===== config.mk =====
export PLATFORM = sky130hd
export DESIGN_NAME = block_average_ctrl_flat
export DESIGN_NICKNAME = d
export VERILOG_FILES = /design/src/rtl/block_average_ctrl_if.sv /design/src/rtl/block_average_ctrl.sv /design/src/flat_wrapper.sv
export SDC_FILE = /design/constraint.sdc
export NUM_CORES = 1
export LEC_CHECK = 0
export CORE_MARGIN = 5
export CORE_UTILIZATION = 50
export DETAILED_ROUTE_END_ITERATION = 8
export PLACE_DENSITY = 0.65
export SLEW_MARGIN = 0
export SYNTH_ARGS = -nofsm -noshare
export SYNTH_HDL_FRONTEND = slang
export SYNTH_SLANG_ARGS = --single-unit
export TNS_END_PERCENT = 20

===== constraint.sdc =====
create_clock -name clk -period 4.25 [get_ports clk]
set_input_delay 0.6375 -clock clk [delete_from_list [all_inputs] [get_ports clk]]
set_output_delay 0.6375 -clock clk [all_outputs]
set_load 0.005 [all_outputs]

===== src/rtl/block_average_ctrl_if.sv =====
// block_average_ctrl_if: sample path, configuration and status signals of the block averager
interface block_average_ctrl_if #(
    parameter int DATA_W  = 8,
    parameter int PHASE_W = 32
);
    logic [PHASE_W-1:0]       phase;
    logic signed [DATA_W-1:0] signal;
    logic                     cfg_load;
    logic [4:0]               tap_sel;
    logic [2:0]               log_len;
    logic signed [DATA_W-1:0] filtered;
    logic                     valid;
    logic                     primed;
    logic                     busy;
    logic                     overrun;

    modport master (
        output phase, signal, cfg_load, tap_sel, log_len,
        input  filtered, valid, primed, busy, overrun
    );

    modport slave (
        input  phase, signal, cfg_load, tap_sel, log_len,
        output filtered, valid, primed, busy, overrun
    );
endinterface


===== src/rtl/block_average_ctrl.sv =====
// block_average_ctrl: NCO-strobed sliding-window averager using a circular buffer and running sum
module block_average_ctrl #(
    parameter int DATA_W      = 8,
    parameter int MAX_LOG_LEN = 6,
    parameter int PHASE_W     = 32
) (
    input logic clk,
    input logic rst,
    block_average_ctrl_if.slave io
);
    localparam int SW = DATA_W + MAX_LOG_LEN;
    localparam int AW = MAX_LOG_LEN;

    typedef enum logic [2:0] {FLUSH, IDLE, READ, UPDATE, OUTPUT} state_t;

    state_t                   state;
    logic [4:0]               tap_q;
    logic [2:0]               len_q;
    logic                     prev_bit;
    logic                     strobe;
    logic [PHASE_W-1:0]       ph;
    logic signed [DATA_W-1:0] sample;
    logic signed [DATA_W-1:0] oldest;
    logic signed [SW-1:0]     sum;
    logic [AW-1:0]            wr_ptr;
    logic [AW-1:0]            faddr;
    logic [AW:0]              cnt;
    logic [AW:0]              win;
    logic signed [DATA_W-1:0] mem [2**AW];
    logic                     mem_we;
    logic [AW-1:0]            mem_wa;
    logic signed [DATA_W-1:0] mem_wd;

    assign ph     = io.phase;
    assign strobe = ph[tap_q] ^ prev_bit;
    assign win    = (AW+1)'(1) << len_q;
    assign mem_we = !io.cfg_load && (state == FLUSH || state == UPDATE);
    assign mem_wa = state == FLUSH ? faddr : wr_ptr;
    assign mem_wd = state == FLUSH ? '0 : sample;

    always_ff @(posedge clk)
        if (mem_we) mem[mem_wa] <= mem_wd;

    always_ff @(posedge clk) begin
        if (rst) begin
            state       <= FLUSH;
            tap_q       <= 5'd27;
            len_q       <= 3'(MAX_LOG_LEN);
            prev_bit    <= 1'b0;
            faddr       <= '0;
            sum         <= '0;
            wr_ptr      <= '0;
            cnt         <= '0;
            sample      <= '0;
            oldest      <= '0;
            io.filtered <= '0;
            io.valid    <= 1'b0;
            io.primed   <= 1'b0;
            io.busy     <= 1'b1;
            io.overrun  <= 1'b0;
        end else begin
            prev_bit <= ph[tap_q];
            io.valid <= 1'b0;
            if (io.cfg_load) begin
                // reconfiguration abandons any in-flight update and restarts the flush
                tap_q      <= io.tap_sel;
                len_q      <= (io.log_len > 3'(MAX_LOG_LEN)) ? 3'(MAX_LOG_LEN) : io.log_len;
                io.overrun <= 1'b0;
                state      <= FLUSH;
                faddr      <= '0;
                sum        <= '0;
                wr_ptr     <= '0;
                cnt        <= '0;
                io.primed  <= 1'b0;
                io.busy    <= 1'b1;
            end else begin
                if (strobe && (state == READ || state == UPDATE || state == OUTPUT))
                    io.overrun <= 1'b1;
                case (state)
                    FLUSH: begin
                        faddr <= faddr + 1'b1;
                        if (faddr == '1) begin
                            state   <= IDLE;
                            io.busy <= 1'b0;
                        end
                    end
                    IDLE: if (strobe) begin
                        sample <= io.signal;
                        state  <= READ;
                    end
                    READ: begin
                        oldest <= mem[wr_ptr];
                        state  <= UPDATE;
                    end
                    UPDATE: begin
                        sum    <= sum + SW'(sample) - SW'(oldest);
                        wr_ptr <= (wr_ptr + 1'b1) & AW'(win - 1'b1);
                        cnt    <= (cnt == win) ? cnt : cnt + 1'b1;
                        state  <= OUTPUT;
                    end
                    OUTPUT: begin
                        io.filtered <= DATA_W'(sum >>> len_q);
                        io.valid    <= 1'b1;
                        io.primed   <= io.primed | (cnt == win);
                        state       <= IDLE;
                    end
                    default: state <= FLUSH;
                endcase
            end
        end
    end
endmodule


===== src/flat_wrapper.sv =====
// flat-port wrapper written by rule: the top's interface ports become plain ports
module block_average_ctrl_flat 
#(
    parameter int DATA_W      = 8,
    parameter int MAX_LOG_LEN = 6,
    parameter int PHASE_W     = 32
)
  (clk, rst, io_phase, io_signal, io_cfg_load, io_tap_sel, io_log_len, io_filtered, io_valid, io_primed, io_busy, io_overrun);
  block_average_ctrl_if #(.DATA_W(DATA_W), .PHASE_W(PHASE_W)) io_i ();
  input logic clk;
  input logic rst;
  input wire logic [$bits(io_i.phase)-1:0] io_phase;
  input wire logic [$bits(io_i.signal)-1:0] io_signal;
  input wire logic [$bits(io_i.cfg_load)-1:0] io_cfg_load;
  input wire logic [$bits(io_i.tap_sel)-1:0] io_tap_sel;
  input wire logic [$bits(io_i.log_len)-1:0] io_log_len;
  output wire logic [$bits(io_i.filtered)-1:0] io_filtered;
  output wire logic [$bits(io_i.valid)-1:0] io_valid;
  output wire logic [$bits(io_i.primed)-1:0] io_primed;
  output wire logic [$bits(io_i.busy)-1:0] io_busy;
  output wire logic [$bits(io_i.overrun)-1:0] io_overrun;
  assign io_i.phase = io_phase;
  assign io_i.signal = io_signal;
  assign io_i.cfg_load = io_cfg_load;
  assign io_i.tap_sel = io_tap_sel;
  assign io_i.log_len = io_log_len;
  assign io_filtered = io_i.filtered;
  assign io_valid = io_i.valid;
  assign io_primed = io_i.primed;
  assign io_busy = io_i.busy;
  assign io_overrun = io_i.overrun;
  block_average_ctrl #(.DATA_W(DATA_W), .MAX_LOG_LEN(MAX_LOG_LEN), .PHASE_W(PHASE_W)) u_core (.clk(clk), .rst(rst), .io(io_i));
endmodule

==> metrics <==
postcts setup bufs 0; CTS H-tree depth 2; Max Clock Freq between 0.3 and 0.4 GHz; synth warn 0; final wirelength 56500 microns; pwr dens between 400 and 500 mW/mm^2; slowest cell on the critical path nor2_1; status complete, no violations; clk_skew approximately 45 ps; Placeable Area between 0.04 and 0.05 sq mm; distinct cell type count after synthesis 60; worst setup margin between 1000 and 1500 ps; sequential area share after synthesis between 60% and 70%; Final Max Slew Viols 0; ANT nets after route 0; vias in the first global route roughly 14000; Vias between 10000 and 15000; fin nets between 1500 and 2000; final hold violations 0; hold buffers post-CTS 0; relative max-transition margin about a third; CTS tree built; post-synthesis cell count between 1500 and 2000; Initial Utilization around half; Net Count, Synth around 1600; worst hold slack ~460 ps; Max-Cap Viols 0; syn avg cell area 16.0 sq um; Die X around 230 microns; post-layout util 57.6%; Hold Path Depth 2; most frequent cells in the layout edfxtp_1, nor2_1, mux2i_1, mux4_2, nand2_1; Worst Path Max Fanout 24; critical-path cell list nor3_2, buf_4, o21ai_0, nand3_1, nor2_1; Worst path max stage delay between 700 and 800 ps; Worst Path Required approximately 4500 ps; die area between 0.05 and 0.06 sq mm; Cell Area, Synth 0.0247 sq mm; dpl ws 937 ps; clk_lat worst skew 630 ps; flops & latches, synth ~600; Seq pwr share a little over half; xor/xnor share of the synthesized area less than 1%; Period Utilization, post-route about three quarters; combinational power share about 1.6%; first-pass GRT wire length about 86000 microns; final setup violation count 0; Pre-antenna DRT Iters 6; RSZ-0062 raised after global routing false; Total GRT Usage 21.0%; die extent in y 232 microns; Synth Area in Adders 1.97%; Residual DRC 0; # diodes 0; ratio of cells with drive above 1 in the final layout between 10% and 20%; IO buf count a little over 60; post-DR wirelength/cell between 20 and 25 microns; mux contribution to synthesized area about 15%; # resized after CTS 0; cell accounting for the most synthesized area edfxtp_1; Max clock buf depth 3; Setup TNS 0 ps; fin cells 2351; Setup crit end kind register; DP Wirelength 36200 microns; drt via density ~5.9; Worst Path Arrival 3430 ps; clock sink count about 590; sw frac 20.1%; io pins between 60 and 70; Switch Pwr ~2.3 mW; cell family contributing the most delay on the critical path simple AND/OR/NAND/NOR gates; Setup CP Type reg2reg; Main synth FF type edfxtp_1; top-area cell type share of the netlist area around 62%; Hold/Removal Path Class reg2reg; CTS clk-pin slew, worst paths 60 ps; fill count 3728; top cells by area, synth edfxtp_1, mux4_2, dfxtp_1, mux2i_1, nor2_1; Post-synth EDFFs 512; Final min period approximately 3200 ps; reg2reg path depth 5; Post-Synth Simple-Gate Area about 6.3%; internal power around 9.0 mW; largest family of logic cells by synthesized area multiplexers; Inst Count DP approximately 2200; critical path depth in cells 5; largest net degree at the start of global routing 65; power share of the clock group 43.8%; antenna violations before repair 0; global route overflow 0; total area of sequential cells roughly 0.017 sq mm; area of the multi-input gates ~0.0073 sq mm; worst-margin pin slew 994 ps; CTS Buf Count just under 60; Layout area overhead 14.0%; final RePlAce weighted congestion 0.875; Root Buffer clkbuf_16; 1st-iter DRT viols around 1200; Critical Path Start Type register; commonest non-fill, non-tap cell in the layout edfxtp_1; Synth Area in Compound Gates roughly 5.1%; Peak VDD IR 0.000459 V; Row Count 81; Buffers & Inverters on Critical Path 1; Pleak ~9.8 nW; asr flop ratio synth 0%
## power by group through the flow
stage	Sequential [mW]	Clock, mW	Combinational, mW
6_report	6.19	4.95	0.177
5_1_grt	6.19	5.30	0.189
4_1_cts	6.19	5.05	0.178
3_5_place_dp	6.31	0	0.177
3_3_place_gp	6.31	0	0.175
2_1_floorplan	6.30	0	0.111
## final timing paths
| path | startpoint | end | slack [ps] |
|---|---|---|---|
| min reg2reg | u_core.sample[3] | u_core.sample[3] | 460 |
| max | u_core.state[2] | u_core.mem[23][5] | 1040 |
| max reg2reg | u_core.state[2] | u_core.mem[23][5] | 1040 |
| min | u_core.sample[3] | u_core.sample[3] | 460 |
## registers in the layout (all words and copies together), names as in the netlist
register	cells
u_core.mem	512
u_core.prev_bit	1
u_core.io.overrun	1
u_core.faddr	6
u_core.tap_q	5
u_core.io.primed	1
u_core.state	3
u_core.sum	14
u_core.sample	8
u_core.len_q	3
u_core.cnt	7
u_core.io.busy	1
u_core.io.valid	1
u_core.io.filtered	8
u_core.oldest	8
u_core.wr_ptr	6
## cell families after synthesis
| group | after synthesis |
|---|---|
| flops | 585 |
| simple gates | 341 |
| mux | 232 |
| compound gates | 192 |
| buf+inv | 138 |
| fa+ha+maj | 31 |
| xor+xnor | 26 |
## final cells by class
type | instances | share of cell area (%)
Sequential cell | 585 | 59.9
Multi-Input combinational cell | 822 | 26.1
Clock buffer | 77 | 5.69
Timing Repair Buffer | 116 | 3.73
Tap cell | 664 | 2.95
Clock inverter | 34 | 0.969
Inverter | 53 | 0.707
## synth_stat cells (2+ instances only)
master	n
buf_1	6
and3_1	4
mux2_2	2
o22ai_1	16
xor2_1	13
buf_2	20
a22oi_1	6
nand3b_1	11
edfxtp_1	512
and4_1	2
a2111oi_0	7
fa_1	13
mux4_2	115
clkinv_1	2
a21o_1	4
a311oi_1	4
nor3_1	15
a211o_1	2
nand2b_1	10
o21a_1	7
mux2i_1	115
xnor2_1	12
nor4_1	8
nand4_1	5
o211ai_1	10
nor2_1	139
a21oi_1	50
ha_1	18
a31oi_1	2
inv_1	50
o31ai_1	3
nand3_1	23
nor2b_1	14
a221o_1	2
o221ai_1	7
o21ai_0	36
or2_2	3
nand2_1	95
a211oi_1	27
nor3b_1	3
dfxtp_1	73
clkbuf_1	57
or3_1	5
## worst register-to-register path, delay by kind of cell, from the launching register on
kind / cells / cell delay, ps
simple gates: 3 / 1390
compound gates: 1 / 570
flops: 1 / 560
buf+inv: 1 / 280
## per-layer routing
| layer | part of all wire (%) | routed length, microns | GRT usage, % | vias to the layer above |
|---|---|---|---|---|
| li1 | - | - | - | 6193 |
| met1 | 44 | 24800 | 30.8 | 7060 |
| met2 | 48 | 26800 | 33.6 | 489 |
| met3 | 6.3 | 3550 | 3.28 | 88 |
| met4 | 2.3 | 1280 | 5.11 | 0 |
| met5 | 0 | 0 | 0 | - |
## through the flow
stage / instance area (sq um) / power (mW)
after floorplan: 24700 / 6.41
after global placement: 26300 / 6.48
after detailed placement: 26300 / 6.49
after CTS: 28100 / 11.4
after global routing: 28100 / 11.7
final: 28100 / 11.3
No activity file was read; power rests on OpenSTA's default activity.
